### config.mk
export PLATFORM = sky130hd
export DESIGN_NAME = pl_scrambler
export DESIGN_NICKNAME = d
export VERILOG_FILES = /design/src/rtl/pl_scrambler_pkg.sv /design/src/rtl/pl_rotate.sv /design/src/rtl/pl_scrambler.sv
export SDC_FILE = /design/constraint.sdc
export NUM_CORES = 1
export LEC_CHECK = 0
export ABC_CLOCK_PERIOD_IN_PS = 4200
export CORE_MARGIN = 5
export CORE_UTILIZATION = 35
export CTS_BUF_LIST = sky130_fd_sc_hd__clkbuf_2 sky130_fd_sc_hd__clkbuf_4 sky130_fd_sc_hd__clkbuf_8
export DETAILED_ROUTE_END_ITERATION = 8
export SYNTH_ARGS = -nofsm -noshare
export SYNTH_HDL_FRONTEND = slang
export SYNTH_HIERARCHICAL = 1
export SYNTH_SLANG_ARGS = --single-unit
### constraint.sdc
create_clock -name i_clk -period 4.2 [get_ports i_clk]
set_clock_uncertainty 0.2 [all_clocks]
set_input_delay 0.84 -clock i_clk [delete_from_list [all_inputs] [get_ports i_clk]]
set_output_delay 0.84 -clock i_clk [all_outputs]
set_load 0.05 [all_outputs]
### src/rtl/pl_scrambler_pkg.sv
// Shared constants and helpers for the PL scrambler: Gold generator seeds,
// tap positions, the Rn rotation encoding and a one-step generator advance.
package pl_scrambler_pkg;

  localparam logic [17:0] X_SEED = 18'h00001;
  localparam logic [17:0] Y_SEED = 18'h3FFFF;

  // Feedback taps (bit 0 is always part of the feedback)
  localparam int X_FB_TAP   = 7;
  localparam int Y_FB_TAP_A = 10;
  localparam int Y_FB_TAP_B = 7;
  localparam int Y_FB_TAP_C = 5;

  // z1 taps: x bits 4,6,15 and y bits 5,6,8..15
  localparam logic [17:0] Z1_X_MASK = 18'h08050;
  localparam logic [17:0] Z1_Y_MASK = 18'h0FF60;

  typedef enum logic [1:0] {
    ROT_0   = 2'd0,  // ( I,  Q)
    ROT_90  = 2'd1,  // (-Q,  I)
    ROT_180 = 2'd2,  // (-I, -Q)
    ROT_270 = 2'd3   // ( Q, -I)
  } rn_e;

  typedef struct packed {
    logic [17:0] x;
    logic [17:0] y;
  } gold_t;

  // Advance both LFSRs by one symbol
  function automatic gold_t gold_step(input gold_t g);
    gold_t n;
    n.x = {g.x[X_FB_TAP] ^ g.x[0], g.x[17:1]};
    n.y = {g.y[Y_FB_TAP_A] ^ g.y[Y_FB_TAP_B] ^ g.y[Y_FB_TAP_C] ^ g.y[0], g.y[17:1]};
    return n;
  endfunction

  // Rn = {z1, z0} for the symbol using generator state g
  function automatic logic [1:0] gold_rn(input gold_t g);
    logic z0;
    logic z1;
    z0 = g.x[0] ^ g.y[0];
    z1 = (^(g.x & Z1_X_MASK)) ^ (^(g.y & Z1_Y_MASK));
    return {z1, z0};
  endfunction

endpackage

### src/rtl/pl_rotate.sv
// Combinational quarter-turn rotation of one complex symbol by Rn.
// Negation saturates so the most negative code maps to the most positive.
module pl_rotate
  import pl_scrambler_pkg::*;
#(
  parameter int SYM_W = 8
) (
  input  logic [SYM_W-1:0] sym_i,
  input  logic [SYM_W-1:0] sym_q,
  input  logic [1:0]       rn,
  output logic [SYM_W-1:0] rot_i,
  output logic [SYM_W-1:0] rot_q
);

  localparam logic [SYM_W-1:0] S_MIN = {1'b1, {(SYM_W-1){1'b0}}};
  localparam logic [SYM_W-1:0] S_MAX = {1'b0, {(SYM_W-1){1'b1}}};

  logic [SYM_W-1:0] neg_i;
  logic [SYM_W-1:0] neg_q;

  assign neg_i = (sym_i == S_MIN) ? S_MAX : -sym_i;
  assign neg_q = (sym_q == S_MIN) ? S_MAX : -sym_q;

  // select the rotated pair
  always_comb begin
    rot_i = sym_i;
    rot_q = sym_q;
    case (rn_e'(rn))
      ROT_0:   begin rot_i = sym_i; rot_q = sym_q; end
      ROT_90:  begin rot_i = neg_q; rot_q = sym_i; end
      ROT_180: begin rot_i = neg_i; rot_q = neg_q; end
      ROT_270: begin rot_i = sym_q; rot_q = neg_i; end
      default: begin rot_i = sym_i; rot_q = sym_q; end
    endcase
  end

endmodule

### src/rtl/pl_scrambler.sv
// Physical-layer scrambler: Gold-sequence Rn per symbol, LANES symbols per
// beat, one-cycle registered output with a ready/valid skid-free handshake.
module pl_scrambler
  import pl_scrambler_pkg::*;
#(
  parameter int LANES     = 1,
  parameter int SYM_W     = 8,
  parameter int FRAME_LEN = 90
) (
  input  logic                   i_clk,
  input  logic                   i_reset,
  input  logic [17:0]            i_x_init,
  input  logic                   i_bypass,
  input  logic                   i_valid,
  output logic                   o_ready,
  input  logic                   i_sof,
  input  logic [LANES*SYM_W-1:0] i_i,
  input  logic [LANES*SYM_W-1:0] i_q,
  output logic                   o_valid,
  input  logic                   i_ready,
  output logic [LANES*SYM_W-1:0] o_i,
  output logic [LANES*SYM_W-1:0] o_q,
  output logic [2*LANES-1:0]     o_rn,
  output logic                   o_sof,
  output logic                   o_sof_err
);

  localparam int               CNT_W   = 17;
  localparam logic [CNT_W-1:0] LANES_C = CNT_W'(LANES);
  localparam logic [CNT_W-1:0] FRAME_C = CNT_W'(FRAME_LEN);

  gold_t                          gen_q;
  gold_t [LANES:0]                gold;
  logic  [CNT_W-1:0]              cnt_q;
  logic  [CNT_W-1:0]              cnt_inc;
  logic  [CNT_W-1:0]              cnt_nxt;
  logic                           accept;
  logic                           frame_start;
  logic                           sof_err;
  logic  [LANES-1:0][1:0]         lane_rn;
  logic  [LANES-1:0][SYM_W-1:0]   lane_i;
  logic  [LANES-1:0][SYM_W-1:0]   lane_q;
  logic  [LANES-1:0][SYM_W-1:0]   rot_i;
  logic  [LANES-1:0][SYM_W-1:0]   rot_q;

  assign o_ready = i_ready | ~o_valid;
  assign accept  = i_valid & o_ready;

  // A counter value of 0 means the next symbol opens a frame; an explicit
  // i_sof mid-frame restarts the frame and is flagged.
  assign frame_start = i_sof | (cnt_q == '0);
  assign sof_err     = accept & i_sof & (cnt_q != '0);

  assign cnt_inc = (frame_start ? '0 : cnt_q) + LANES_C;
  assign cnt_nxt = (cnt_inc >= FRAME_C) ? '0 : cnt_inc;

  assign gold[0] = frame_start ? gold_t'{x: i_x_init, y: Y_SEED} : gen_q;
  assign lane_i  = i_i;
  assign lane_q  = i_q;

  // Lane k sees the generator k steps after the beat's start state
  for (genvar k = 0; k < LANES; k++) begin : g_lane
    assign gold[k+1]  = gold_step(gold[k]);
    assign lane_rn[k] = i_bypass ? 2'b00 : gold_rn(gold[k]);

    pl_rotate #(.SYM_W(SYM_W)) u_rot (
      .sym_i (lane_i[k]),
      .sym_q (lane_q[k]),
      .rn    (lane_rn[k]),
      .rot_i (rot_i[k]),
      .rot_q (rot_q[k])
    );
  end

  // generator and symbol counter advance only on accepted beats
  always_ff @(posedge i_clk or posedge i_reset) begin
    if (i_reset) begin
      gen_q <= gold_t'{x: X_SEED, y: Y_SEED};
      cnt_q <= '0;
    end else if (accept) begin
      gen_q <= gold[LANES];
      cnt_q <= cnt_nxt;
    end
  end

  // output register; holds its beat while downstream stalls
  always_ff @(posedge i_clk or posedge i_reset) begin
    if (i_reset) begin
      o_valid   <= 1'b0;
      o_sof     <= 1'b0;
      o_sof_err <= 1'b0;
      o_i       <= '0;
      o_q       <= '0;
      o_rn      <= '0;
    end else begin
      o_sof_err <= sof_err;
      if (o_ready) begin
        o_valid <= i_valid;
        if (i_valid) begin
          o_i   <= rot_i;
          o_q   <= rot_q;
          o_rn  <= lane_rn;
          o_sof <= frame_start;
        end
      end
    end
  end

endmodule

# Word level (Yosys, flattened, before mapping)
# Index checks and enable logic that the tools add are counted.
# classes
n_bitwise,12
n_eq_ne,5
add_sub_neg,3
reduce_logical,6
n_mux,8
n_lt_le_gt_ge,1
# ops
op,n
one-hot mux 8 bit (4 select lines),2
2-to-1 mux 36 bit,1
XOR reduction 18 bit,2
2-to-1 mux 17 bit,2
"adder 17 x 1 -> 17 bit, second input constant",1
">= comparator 17 x 7 -> 1 bit, second input constant",1
logical NOT 17 bit,1
nonzero test 17 bit,1
"equality test 8 bit, second input constant",2
2-to-1 mux 8 bit,2
negation 8 bit,2
bitwise XOR 1 bit,6
"equality test 2 bit, second input constant",2
bitwise AND 1 bit,3
"equality test 2 x 1 -> 1 bit, second input constant",1
logical NOT 2 bit,1
2-to-1 mux 2 bit,1
OR 1 bit,2
AND reduction 2 bit,1
NOT 1 bit,1
# word_totals
regBits,74
out_inout_bits,22

# Depth between registers and ports, before layout
# Gate-level depths: netlist of run 1.
# depth
word_depth,8
depth_mapped,15
depth_no_buf,12

# By module
# The synthesis of run 1 kept the hierarchy.
# modules_own_cells
module,cells_each,seq_area_each_um2,n_inst,area_per_inst_um2
pl_scrambler,425,1875.5,1,3743.6
pl_rotate,124,0.0,1,765.7

# Worst setup path before layout of run 1
# No wires, ideal clock.
# synth_path
path_kind,input -> register
from,in i_sof
to,reg cnt_q[2]
path_stages,12
n_path_buf,2
arrival_ns,3.034
setup_slack_ns,0.899
required_ns,3.933
setup_ns,0.067
cell_sequence,clkbuf_1 -> nand2b_1 -> inv_1 -> ha_1 -> buf_2 -> nand4_2 -> nor3_1 -> nand3_1 -> o21ai_0 -> nand2_1 -> o41ai_1 -> a32o_1
# synth_via
elab_chain_cells,5
# synth_lines
element,line_no,source
start: declaration,pl_scrambler.sv:16,"input logic i_sof,"
OR 1 bit *,pl_scrambler.sv:51,assign frame_start = i_sof | (cnt_q == '0);
2-to-1 mux 17 bit *,pl_scrambler.sv:54,assign cnt_inc = (frame_start ? '0 : cnt_q) + LANES_C;
adder 17 x 1 -> 17 bit *,pl_scrambler.sv:54,
>= comparator 17 x 7 -> 1 bit,pl_scrambler.sv:55,assign cnt_nxt = (cnt_inc >= FRAME_C) ? '0 : cnt_inc;
2-to-1 mux 17 bit *,pl_scrambler.sv:55,
end signal: assignment,pl_scrambler.sv:82,cnt_q <= cnt_nxt;
end: declaration,pl_scrambler.sv:34,logic [CNT_W-1:0] cnt_q;
# Mark *: on every way between the ends. The rest lies on a longest branch, timed or not.
# A chain may end at the register's enable or synchronous reset.

==> impl_metrics.tcl, run 1 <==
set metrics [dict create \
    cts_setup_buffers 0 \
    place.gp.congestion 0.8795 \
    post_cts_resized 0 \
    dp_hpwl_um 7956 \
    synth-compound-area-share_pct 20.20 \
    num_rows 41 \
    critPathMaxStageDelay_ns 0.45 \
    fin_tns_setup_ns 0 \
    post-route-period-util_pct 84.90 \
    p_leak_nw 2.279 \
    pin_count 62 \
    synth-async-reset-ratio_pct 100.0 \
    ys.flop_type "dfrtp_1" \
    finalNetCount 641 \
    layout_commonest_cell "nand2_1" \
    grt_overflow 0 \
    first_global_vias 3891 \
    syn_area_per_cell_um2 8.214 \
    combPwrFrac_pct 34.2 \
    min_period_ns 3.566 \
    clkSinkCount 74 \
    drt-total-wl_um 11410 \
    cts_tree "yes" \
    cts_buffer_depth 2 \
    antenna_left 0 \
    ys_ff_latch 74 \
    syn_area_um2 4509 \
    viasPerCell 5.317 \
    synth_top_area_share_pct 30.52 \
    die_x_um 123.5 \
    holdPathStages 2 \
    synthDistinctLibCells 69 \
    p_int_mw 1.611 \
    start_util_pct 35.73 \
    cap_violations 0 \
    holdBufCountCts 0 \
    max-slew-margin-rel_pct 50.08 \
    min_path_type "reg -> reg" \
    numCtsBuffers 9 \
    switching_share_pct 36.62 \
    crit_fanout 16 \
    ys_top_cells_by_area "dfrtp_1, dfstp_2, nand2_1" \
    htree_num_levels 3 \
    syn-num-nets 593 \
    whs_ns 0.2825 \
    timing.fmax_mhz 280.4 \
    crit_chain "or3_1 -> or4_1 -> nor3_2 -> or2_2 -> nor2_1 -> a211oi_2 -> inv_1 -> nor4b_1 -> o22ai_1 -> nand2_1 -> nand2_1" \
    yosysTopAreaCell "dfrtp_1" \
    ys_seq_area_share_pct 41.59 \
    clkTransAtPathRegs_ns 0.09 \
    firstDrtPassIters 5 \
    port_buffers 61 \
    rsz0062_at_grt "no" \
    drive_above_1_share_pct 11.46 \
    slowest_stage "dfrtp_1" \
    start_kind "register" \
    finalHoldViolCount 0 \
    drt_first_iter_violations 330 \
    wl_per_cell_um 14.74 \
    grt_start_max_net_pins 53 \
    n_antenna_cell 0 \
    p_per_area_nw_per_um2 457.5 \
    synth_warnings 6 \
    die_y_um 123.5 \
    power_frac_seq_pct 35.8 \
    core_um2 12620 \
    synthXorXnorAreaFrac_pct 4.856 \
    final_cell_mix "nand2_1, nor2_1, clkdlybuf4s50_1" \
    outcome "complete, no violations" \
    synth_fa_ha_area_share_pct 1.110 \
    synthSimpleGateAreaFrac_pct 25.83 \
    p_sw_mw 0.9310 \
    antenna_found_initial 0 \
    worstSetupPathType "reg -> reg" \
    synth_mux_area_share_pct 1.387 \
    die-area_um2 15250 \
    grtUsageTotal_pct 15.75 \
    drc 0 \
    cts_root_buffer "clkbuf_8" \
    finalSetupViolCount 0 \
    cp_common_cell "nand2_1" \
    area_delta_synth_final_pct 23.22 \
    arrival_ns 3.62 \
    clockPowerShare_pct 30.0 \
    grt_pass1_wl_um 19250 \
    ir_drop_uv 346.4 \
    tightest_slew_ns 0.7477 \
    crit_required_ns 4.26 \
    crit_path_end_kind "register" \
    slew_violations 0 \
    reg2reg_depth 11 \
    synth_edf_count 0 \
    synth_top_family_by_area "simple AND/OR/NAND/NOR gates" \
    clkLatencyLatePin_ns 0.37 \
    netlist_instances 549 \
    via_count 4115 \
    n_fill_cell 1300 \
]
## synthesized netlist by cell type, types with 3 or more instances
cell type and n:
nor2_1 65, or4_1 3, xnor2_1 21, mux2i_1 4, o22ai_1 7, dfstp_2 19
buf_2 7, or2_2 5, nor2b_1 4, nand2b_1 10, ha_1 4, and2_1 11
nand2_1 102, or3_1 4, xor2_1 4, clkbuf_1 26, o211ai_1 4, nand3_1 7
dfrtp_1 55, nor3b_1 3, o221ai_1 4, nor3_1 14, a31oi_1 20, inv_1 15
a21oi_1 38, nor4_1 5, o21ai_0 23, a21o_1 7
## metal layers
metal	wire length, um	GRT usage (%)	vias up
li1	-	-	2018
met1	5397	22.13	1961
met2	5309	23.62	122
met3	514	3.705	14
met4	184	5.744	0
met5	0	0	-
## registers in the layout, summed over array words and instances (netlist names)
name / count
gen_q: 36
o_sof: 1
o_sof_err: 1
o_q: 8
o_rn: 2
cnt_q: 17
o_valid: 1
o_i: 8
## critical path, delay by kind of cell, from the launching register on
| family | cells | cell delay [ns] |
|---|---|---|
| and+or+nand+nor | 8 | 2.09 |
| buffers and inverters | 1 | 0.28 |
| AOI/OAI and AO/OA | 2 | 0.43 |
| DFF | 1 | 0.45 |
## cell families (layout without fill, tap and decap cells)
group | Yosys count | count (layout)
multiplexers | 6 | 6
flip-flops | 74 | 74
AO/OA/AOI/OAI | 138 | 138
AND/OR/NAND/NOR | 249 | 249
buffers and inverters | 53 | 106
XOR/XNOR | 25 | 25
adder cells (fa/ha/maj) | 4 | 4
## area by class of cell
type / count / area (um2) / share of cell area, %
multi-input combinational: 422 / 2415 / 43.46
clock buffer: 9 / 123.9 / 2.229
sequential: 74 / 1876 / 33.75
timing repair buffer: 74 / 720.7 / 12.97
tap: 172 / 215.2 / 3.873
clock inverter: 7 / 146.4 / 2.635
inverter: 16 / 60.06 / 1.081
## power groups by stage
stage / logic [mW] / clock network (mW) / registers [mW]
after floorplan: 0.413 / 0 / 1.09
after global placement: 0.860 / 0 / 0.921
after detailed placement: 0.871 / 0 / 0.924
after CTS: 0.875 / 0.778 / 0.913
after global routing: 0.944 / 0.814 / 0.929
final: 0.869 / 0.763 / 0.911
## metrics by stage
stage               setup WS [ns]  std cells  instance area (um2)  power (mW)  util (%)
CTS                        0.6190        774                 5557       2.565     44.03
detailed placement         0.4850        758                 5286       1.795     41.89
global route               0.3986        774                 5557       2.687     44.03
finish                     0.6341        774                 5557       2.542     44.03
global placement           0.5367        758                 5286       1.781     41.89
floorplan                  0.8985        549                 4509       1.501         -
## path summary, 6_finish.rpt
check	startpoint	endpoint	slack, ns
worst min-delay path	gen_q[17]$_DFFE_PP1P_	gen_q[17]$_DFFE_PP1P_	0.28
worst max register to register	cnt_q[8]$_DFFE_PP0P_	o_q[2]$_DFFE_PP0P_	0.63
min in group asynchronous	i_reset	o_q[4]$_DFFE_PP0P_	0.72
worst min register to register	gen_q[17]$_DFFE_PP1P_	gen_q[17]$_DFFE_PP1P_	0.28
max in group asynchronous	i_reset	gen_q[0]$_DFFE_PP1P_	2.34
worst max-delay path	cnt_q[8]$_DFFE_PP0P_	o_q[2]$_DFFE_PP0P_	0.63
Note: power is estimated with default switching activity, not from simulation.
==> run 2: changes to the inputs <==
--- a/config.mk
+++ b/config.mk
@@ -5,7 +5,7 @@
 export SDC_FILE = /design/constraint.sdc
 export NUM_CORES = 1
 export LEC_CHECK = 0
-export ABC_CLOCK_PERIOD_IN_PS = 4200
+export ABC_CLOCK_PERIOD_IN_PS = 3100
 export CORE_MARGIN = 5
 export CORE_UTILIZATION = 35
 export CTS_BUF_LIST = sky130_fd_sc_hd__clkbuf_2 sky130_fd_sc_hd__clkbuf_4 sky130_fd_sc_hd__clkbuf_8
==> constraint.sdc (replaced) <==
create_clock -name i_clk -period 3.1 [get_ports i_clk]
set_clock_uncertainty 0.2 [all_clocks]
set_input_delay 0.62 -clock i_clk [delete_from_list [all_inputs] [get_ports i_clk]]
set_output_delay 0.62 -clock i_clk [all_outputs]
set_load 0.05 [all_outputs]
==> impl_metrics.tcl, run 2 (synthesis gave the netlist of run 1 again) <==
set metrics [dict create \
    min_path_type "reg -> reg" \
    p_per_area_nw_per_um2 556.7 \
    numCtsBuffers 9 \
    arrival_ns 3.04 \
    slew_violations 0 \
    rsz0062_at_grt "yes" \
    core_um2 12620 \
    post-route-period-util_pct 97.02 \
    largest_register "gen_q" \
    crit_fanout 5 \
    place_ws_ns -0.3900 \
    drc 0 \
    grt_start_max_net_pins 74 \
    crit_path_end_kind "register" \
    antenna_found_initial 0 \
    worstSetupPathType "reg -> reg" \
    port_buffers 61 \
    firstDrtPassIters 5 \
    p_leak_nw 2.507 \
    grt_overflow 0 \
    htree_num_levels 3 \
    cts_tree "yes" \
    cts_buffer_depth 2 \
    final_cell_mix "nand2_1, nor2_1, clkdlybuf4s50_1" \
    finalNetCount 686 \
    antenna_left 0 \
    holdBufCountCts 0 \
    pin_count 62 \
    drt-total-wl_um 12260 \
    num_rows 41 \
    start_kind "register" \
    finalHoldViolCount 0 \
    p_int_mw 2.062 \
    finalSetupViolCount 0 \
    clockPowerShare_pct 23.2 \
    die_y_um 123.5 \
    first_global_vias 4143 \
    place.gp.congestion 0.8820 \
    max-slew-margin-rel_pct 63.70 \
    power_frac_seq_pct 37.1 \
    combPwrFrac_pct 39.7 \
    area_delta_synth_final_pct 31.74 \
    largest_register_ffs 36 \
    switching_share_pct 37.64 \
    placed_cells 800 \
    die-area_um2 15250 \
    outcome "complete, no violations" \
    crit_required_ns 3.13 \
    layout_setup_ws_ns 0.09248 \
    ir_drop_uv 419.0 \
    cap_violations 0 \
    grtUsageTotal_pct 16.58 \
    clkTransAtPathRegs_ns 0.08 \
    via_count 4277 \
    tightest_slew_ns 0.5445 \
    finalNonFillerCells 819 \
    n_fill_cell 1278 \
    grt_pass1_wl_um 20240 \
    clkSinkCount 74 \
    timing.fmax_mhz 332.5 \
    cts_root_buffer "clkbuf_8" \
    reg.largest.list "gen_q: 36 flops, cnt_q: 17 flops" \
    drive_above_1_share_pct 19.94 \
    wl_per_cell_um 14.96 \
    n_antenna_cell 0 \
    min_period_ns 3.008 \
    viasPerCell 5.222 \
    rrSetupSlack_ns 0.09 \
    layout_commonest_cell "nand2_1" \
    drt_first_iter_violations 301 \
    start_util_pct 35.73 \
    die_x_um 123.5 \
    dp_hpwl_um 8653 \
    p_sw_mw 1.245 \
    clkLatencyLatePin_ns 0.35 \
]
==> run 2: changes by cell type in the layout (fill, tap and decap cells not counted), moves of 3 or more <==
cell and change:
bufinv_16 -3, inv_6 -3, o21ai_1 +4, buf_4 +42, o21ai_0 -4
==> run 2: final timing paths <==
check                                       from                    end  cells past startpoint
min in group asynchronous                i_reset     o_q[6]$_DFFE_PP0P_                      2
hold / removal             gen_q[17]$_DFFE_PP1P_  gen_q[17]$_DFFE_PP1P_                      2
setup reg to reg            cnt_q[7]$_DFFE_PP0P_     o_i[1]$_DFFE_PP0P_                     14
max in group asynchronous                i_reset   gen_q[8]$_DFFE_PP1P_                      3
setup / recovery            cnt_q[7]$_DFFE_PP0P_     o_i[1]$_DFFE_PP0P_                     14
hold reg to reg            gen_q[17]$_DFFE_PP1P_  gen_q[17]$_DFFE_PP1P_                      2
==> run 2: layer usage <==
| layer | wire [um] | GRT usage [%] | vias to the layer above |
|---|---|---|---|
| met5 | 0 | 0 | - |
| met4 | 142 | 5.260 | 0 |
| met3 | 531 | 3.522 | 12 |
| met2 | 5892 | 26.95 | 101 |
| met1 | 5690 | 22.09 | 2050 |
| li1 | - | - | 2114 |
==> run 2: what timing repair did <==
action | 4_1_cts | 5_1_grt
gates cloned | 0 | 1
setup endpoints to repair | 14 | 22
setup buffers | 0 | 2
pin swaps | 2 | 9
gates resized for setup | 5 | 22
==> run 2: cell type report <==
cell class / count / area (um2) / area share, %
multi-input combinational: 422 / 2507 / 42.21
clock inverter: 4 / 51.30 / 0.8635
inverter: 16 / 62.56 / 1.053
clock buffer: 12 / 152.6 / 2.569
timing repair buffer: 119 / 1076 / 18.11
sequential: 74 / 1876 / 31.57
tap: 172 / 215.2 / 3.623
==> run 2: power groups by stage <==
stage	Clock [mW]	Combinational (mW)	Sequential [mW]
2_1_floorplan	0	0.562	1.47
3_3_place_gp	0	1.25	1.24
3_5_place_dp	0	1.26	1.24
4_1_cts	0.801	1.28	1.23
5_1_grt	0.830	1.43	1.25
6_report	0.767	1.31	1.23
==> run 2: worst max-delay path, stage by stage (launching register included) <==
cell      delay [ns]
dfrtp_1         0.39
or3_4           0.39
or4_4           0.44
nor3_4          0.15
buf_4           0.14
nor2_2          0.04
nand2_1         0.10
a21oi_4         0.09
buf_6           0.14
buf_4           0.14
or2_2           0.29
o221ai_1        0.15
o21ai_0         0.11
nand2_1         0.07
nand2_1         0.05
==> run 2: per-stage QoR <==
step / setup TNS [ns] / hold slack [ns] / utilization, % / total power, mW / area, um2
after floorplan: 0 / 0.2497 / - / 2.037 / 4513
after global placement: -2.683 / 0.2601 / 44.47 / 2.496 / 5612
after detailed placement: -3.363 / 0.2628 / 44.47 / 2.503 / 5612
after CTS: 0 / 0.2766 / 46.23 / 3.305 / 5834
after global routing: -0.06330 / 0.3133 / 47.08 / 3.502 / 5941
final: 0 / 0.2757 / 47.08 / 3.307 / 5941
==> run 3: changes to the inputs <==
--- a/config.mk
+++ b/config.mk
@@ -5,7 +5,8 @@
 export SDC_FILE = /design/constraint.sdc
 export NUM_CORES = 1
 export LEC_CHECK = 0
-export ABC_CLOCK_PERIOD_IN_PS = 3100
+export ABC_AREA = 1
+export ABC_CLOCK_PERIOD_IN_PS = 2500
 export CORE_MARGIN = 5
 export CORE_UTILIZATION = 35
 export CTS_BUF_LIST = sky130_fd_sc_hd__clkbuf_2 sky130_fd_sc_hd__clkbuf_4 sky130_fd_sc_hd__clkbuf_8
==> constraint.sdc (replaced) <==
create_clock -name i_clk -period 2.5 [get_ports i_clk]
set_clock_uncertainty 0.2 [all_clocks]
set_input_delay 0.5 -clock i_clk [delete_from_list [all_inputs] [get_ports i_clk]]
set_output_delay 0.5 -clock i_clk [all_outputs]
set_load 0.05 [all_outputs]
==> impl_metrics.tcl, run 3 <==
set metrics [dict create \
    outcome "complete, but fails checks" \
    violations "setup timing" \
    ys.flop_type "dfrtp_1" \
    cts_tree "yes" \
    start_util_pct 35.54 \
    utilization_pct 50.19 \
    placed_cells 1019 \
    cts_buffer_depth 2 \
    p_leak_nw 3.314 \
    finalHoldViolCount 0 \
    drt_first_iter_violations 322 \
    drive_above_1_share_pct 26.37 \
    place.gp.congestion 0.8509 \
    die_y_um 128.5 \
    syn-num-nets 777 \
    yosysTopAreaCell "dfrtp_1" \
    syn_area_um2 4915 \
    synth_most_common_cell "nand2_1" \
    drc 0 \
    htree_num_levels 3 \
    clkSinkCount 74 \
    grt_pass1_wl_um 22070 \
    n_antenna_cell 0 \
    holdBufCountCts 0 \
    clkTransAtPathRegs_ns 0.09 \
    synth_top_area_share_pct 28.00 \
    die_x_um 128.5 \
    crit_required_ns 2.60 \
    synth_common_cells "nand2_1, nor2_1, inv_1" \
    start_kind "register" \
    place_ws_ns -0.8211 \
    crit_path_end_kind "register" \
    wl_per_cell_um 12.75 \
    fin_tns_setup_ns -9.150 \
    p_per_area_nw_per_um2 693.4 \
    min_path_type "in -> async" \
    slew_violations 0 \
    final_cell_mix "nand2_1, nor2_1, buf_4" \
    ys_ff_latch 74 \
    rrSetupSlack_ns -0.48 \
    r2r-end "o_i[4]$_DFFE_PP0P_" \
    finalNetCount 915 \
    worstSetupPathType "reg -> reg" \
    whs_ns 0.2257 \
    antenna_left 0 \
    timing.fmax_mhz 335.4 \
    core_um2 13830 \
    cap_violations 0 \
    crit_fanout 8 \
    layout_commonest_cell "nand2_1" \
    arrival_ns 3.09 \
    synth_warnings 6 \
    largest_register_ffs 36 \
    ys_top_cells_by_area "dfrtp_1, nand2_1, dfstp_2" \
    tightest_slew_ns 0.5122 \
    r2r_start "cnt_q[3]$_DFFE_PP0P_" \
    area_delta_synth_final_pct 41.19 \
    antenna_found_initial 0 \
    ir_drop_uv 613.6 \
    grt_overflow 0 \
    netlist_instances 733 \
    max-slew-margin-rel_pct 65.75 \
    min_period_ns 2.981 \
    finalNonFillerCells 1056 \
    placed_area_um2 6286 \
    num_rows 43 \
    synthDistinctLibCells 35 \
    synth-async-reset-ratio_pct 100.0 \
    grt_start_max_net_pins 36 \
    syn_area_per_cell_um2 6.705 \
    grtUsageTotal_pct 16.38 \
    numCtsBuffers 9 \
    post-route-period-util_pct 119.2 \
    dp_hpwl_um 9661 \
    viasPerCell 4.743 \
    rsz0062_at_grt "yes" \
    largest_register "gen_q" \
    ys_seq_area_share_pct 38.16 \
    final_area_um2 6939 \
    port_buffers 61 \
    total_power_mw 4.812 \
    finalSetupViolCount 23 \
    via_count 5009 \
    firstDrtPassIters 5 \
    synth_edf_count 0 \
    layout_setup_ws_ns -0.4811 \
    die-area_um2 16510 \
    reg2reg_depth 23 \
    reg.largest.list "gen_q: 36 flops, cnt_q: 17 flops" \
    cts_root_buffer "clkbuf_8" \
    clkLatencyLatePin_ns 0.37 \
    drt-total-wl_um 13470 \
    pin_count 62 \
    first_global_vias 4613 \
]
==> run 3: changes by cell type in the layout (fill, tap and decap cells not counted), sizes merged, moves of 23 or more <==
| cell | before | now |
|---|---|---|
| buf | 59 | 95 |
| nor2 | 65 | 106 |
| o21ai | 24 | 47 |
| nand2 | 102 | 247 |
| nand3 | 8 | 61 |
| nand4 | 3 | 30 |
| inv | 16 | 84 |
==> run 3: critical path, stage by stage, from the launching register on <==
cell	delay (ns)
dfrtp_1	0.42
nor2_4	0.14
nand3_2	0.09
nor2_4	0.13
nand2_2	0.08
nand2_4	0.11
buf_8	0.14
nand2_4	0.05
o21ai_4	0.08
inv_2	0.07
nand2_2	0.08
nand3_2	0.09
nand2_2	0.08
nand2_2	0.07
nand2_2	0.07
nand2_2	0.07
a21oi_4	0.20
inv_2	0.07
nor2_4	0.17
buf_12	0.14
o211ai_1	0.12
nand4_1	0.13
nand2_1	0.07
nand2_1	0.06
==> run 3: cell families after synthesis <==
family | count (synthesis) | synth area share [%]
buf+inv | 112 | 9.674
xor+xnor | 7 | 1.247
compound gates | 85 | 9.140
fa+ha+maj | 4 | 1.018
mux | 2 | 0.4073
simple gates | 449 | 40.35
flops | 74 | 38.16
==> run 3: final cells by class <==
cell class / count / area, um2
timing repair buffer: 155 / 1466
clock inverter: 6 / 72.57
sequential: 74 / 1876
tap: 180 / 225.2
inverter: 84 / 324.1
fill: 1384 / 6888
clock buffer: 10 / 137.6
multi-input combinational: 547 / 2838
==> run 3: metal layers <==
layer / global-route usage [%] / part of all wire [%] / routed length (um)
met5: 0 / 0 / 0
met4: 4.138 / 1.4 / 193
met3: 3.611 / 4.0 / 535
met2: 26.94 / 48 / 6523
met1: 22.01 / 46 / 6214
==> run 3: worst max-delay path by stage <==
stage	startpoint	endpoint	slack (ns)	cells after the start
finish	cnt_q[3]$_DFFE_PP0P_	o_i[4]$_DFFE_PP0P_	-0.48	23
global route	cnt_q[3]$_DFFE_PP0P_	o_i[4]$_DFFE_PP0P_	-0.66	23
CTS	cnt_q[2]$_DFFE_PP0P_	o_i[4]$_DFFE_PP0P_	-0.42	21
detailed placement	i_sof	o_i[4]$_DFFE_PP0P_	-0.82	18
global placement	i_sof	o_i[4]$_DFFE_PP0P_	-0.81	18
floorplan	cnt_q[5]$_DFFE_PP0P_	o_i[0]$_DFFE_PP0P_	-0.19	23
==> run 3: where the power goes <==
group	total [mW]	leakage, nW	internal, mW	switching (mW)
registers	1.62	0.893	1.47	0.145
logic	2.20	2.32	0.887	1.31
clock network	0.993	0.103	0.498	0.495
total	4.81	3.31	2.86	1.95
==> run 3: timing repair <==
item	4_1_cts	5_1_grt
resized for setup	23	57
setup buffers	8	15
setup endpoints to repair	23	23
gates cloned	1	0
pin swaps	12	46
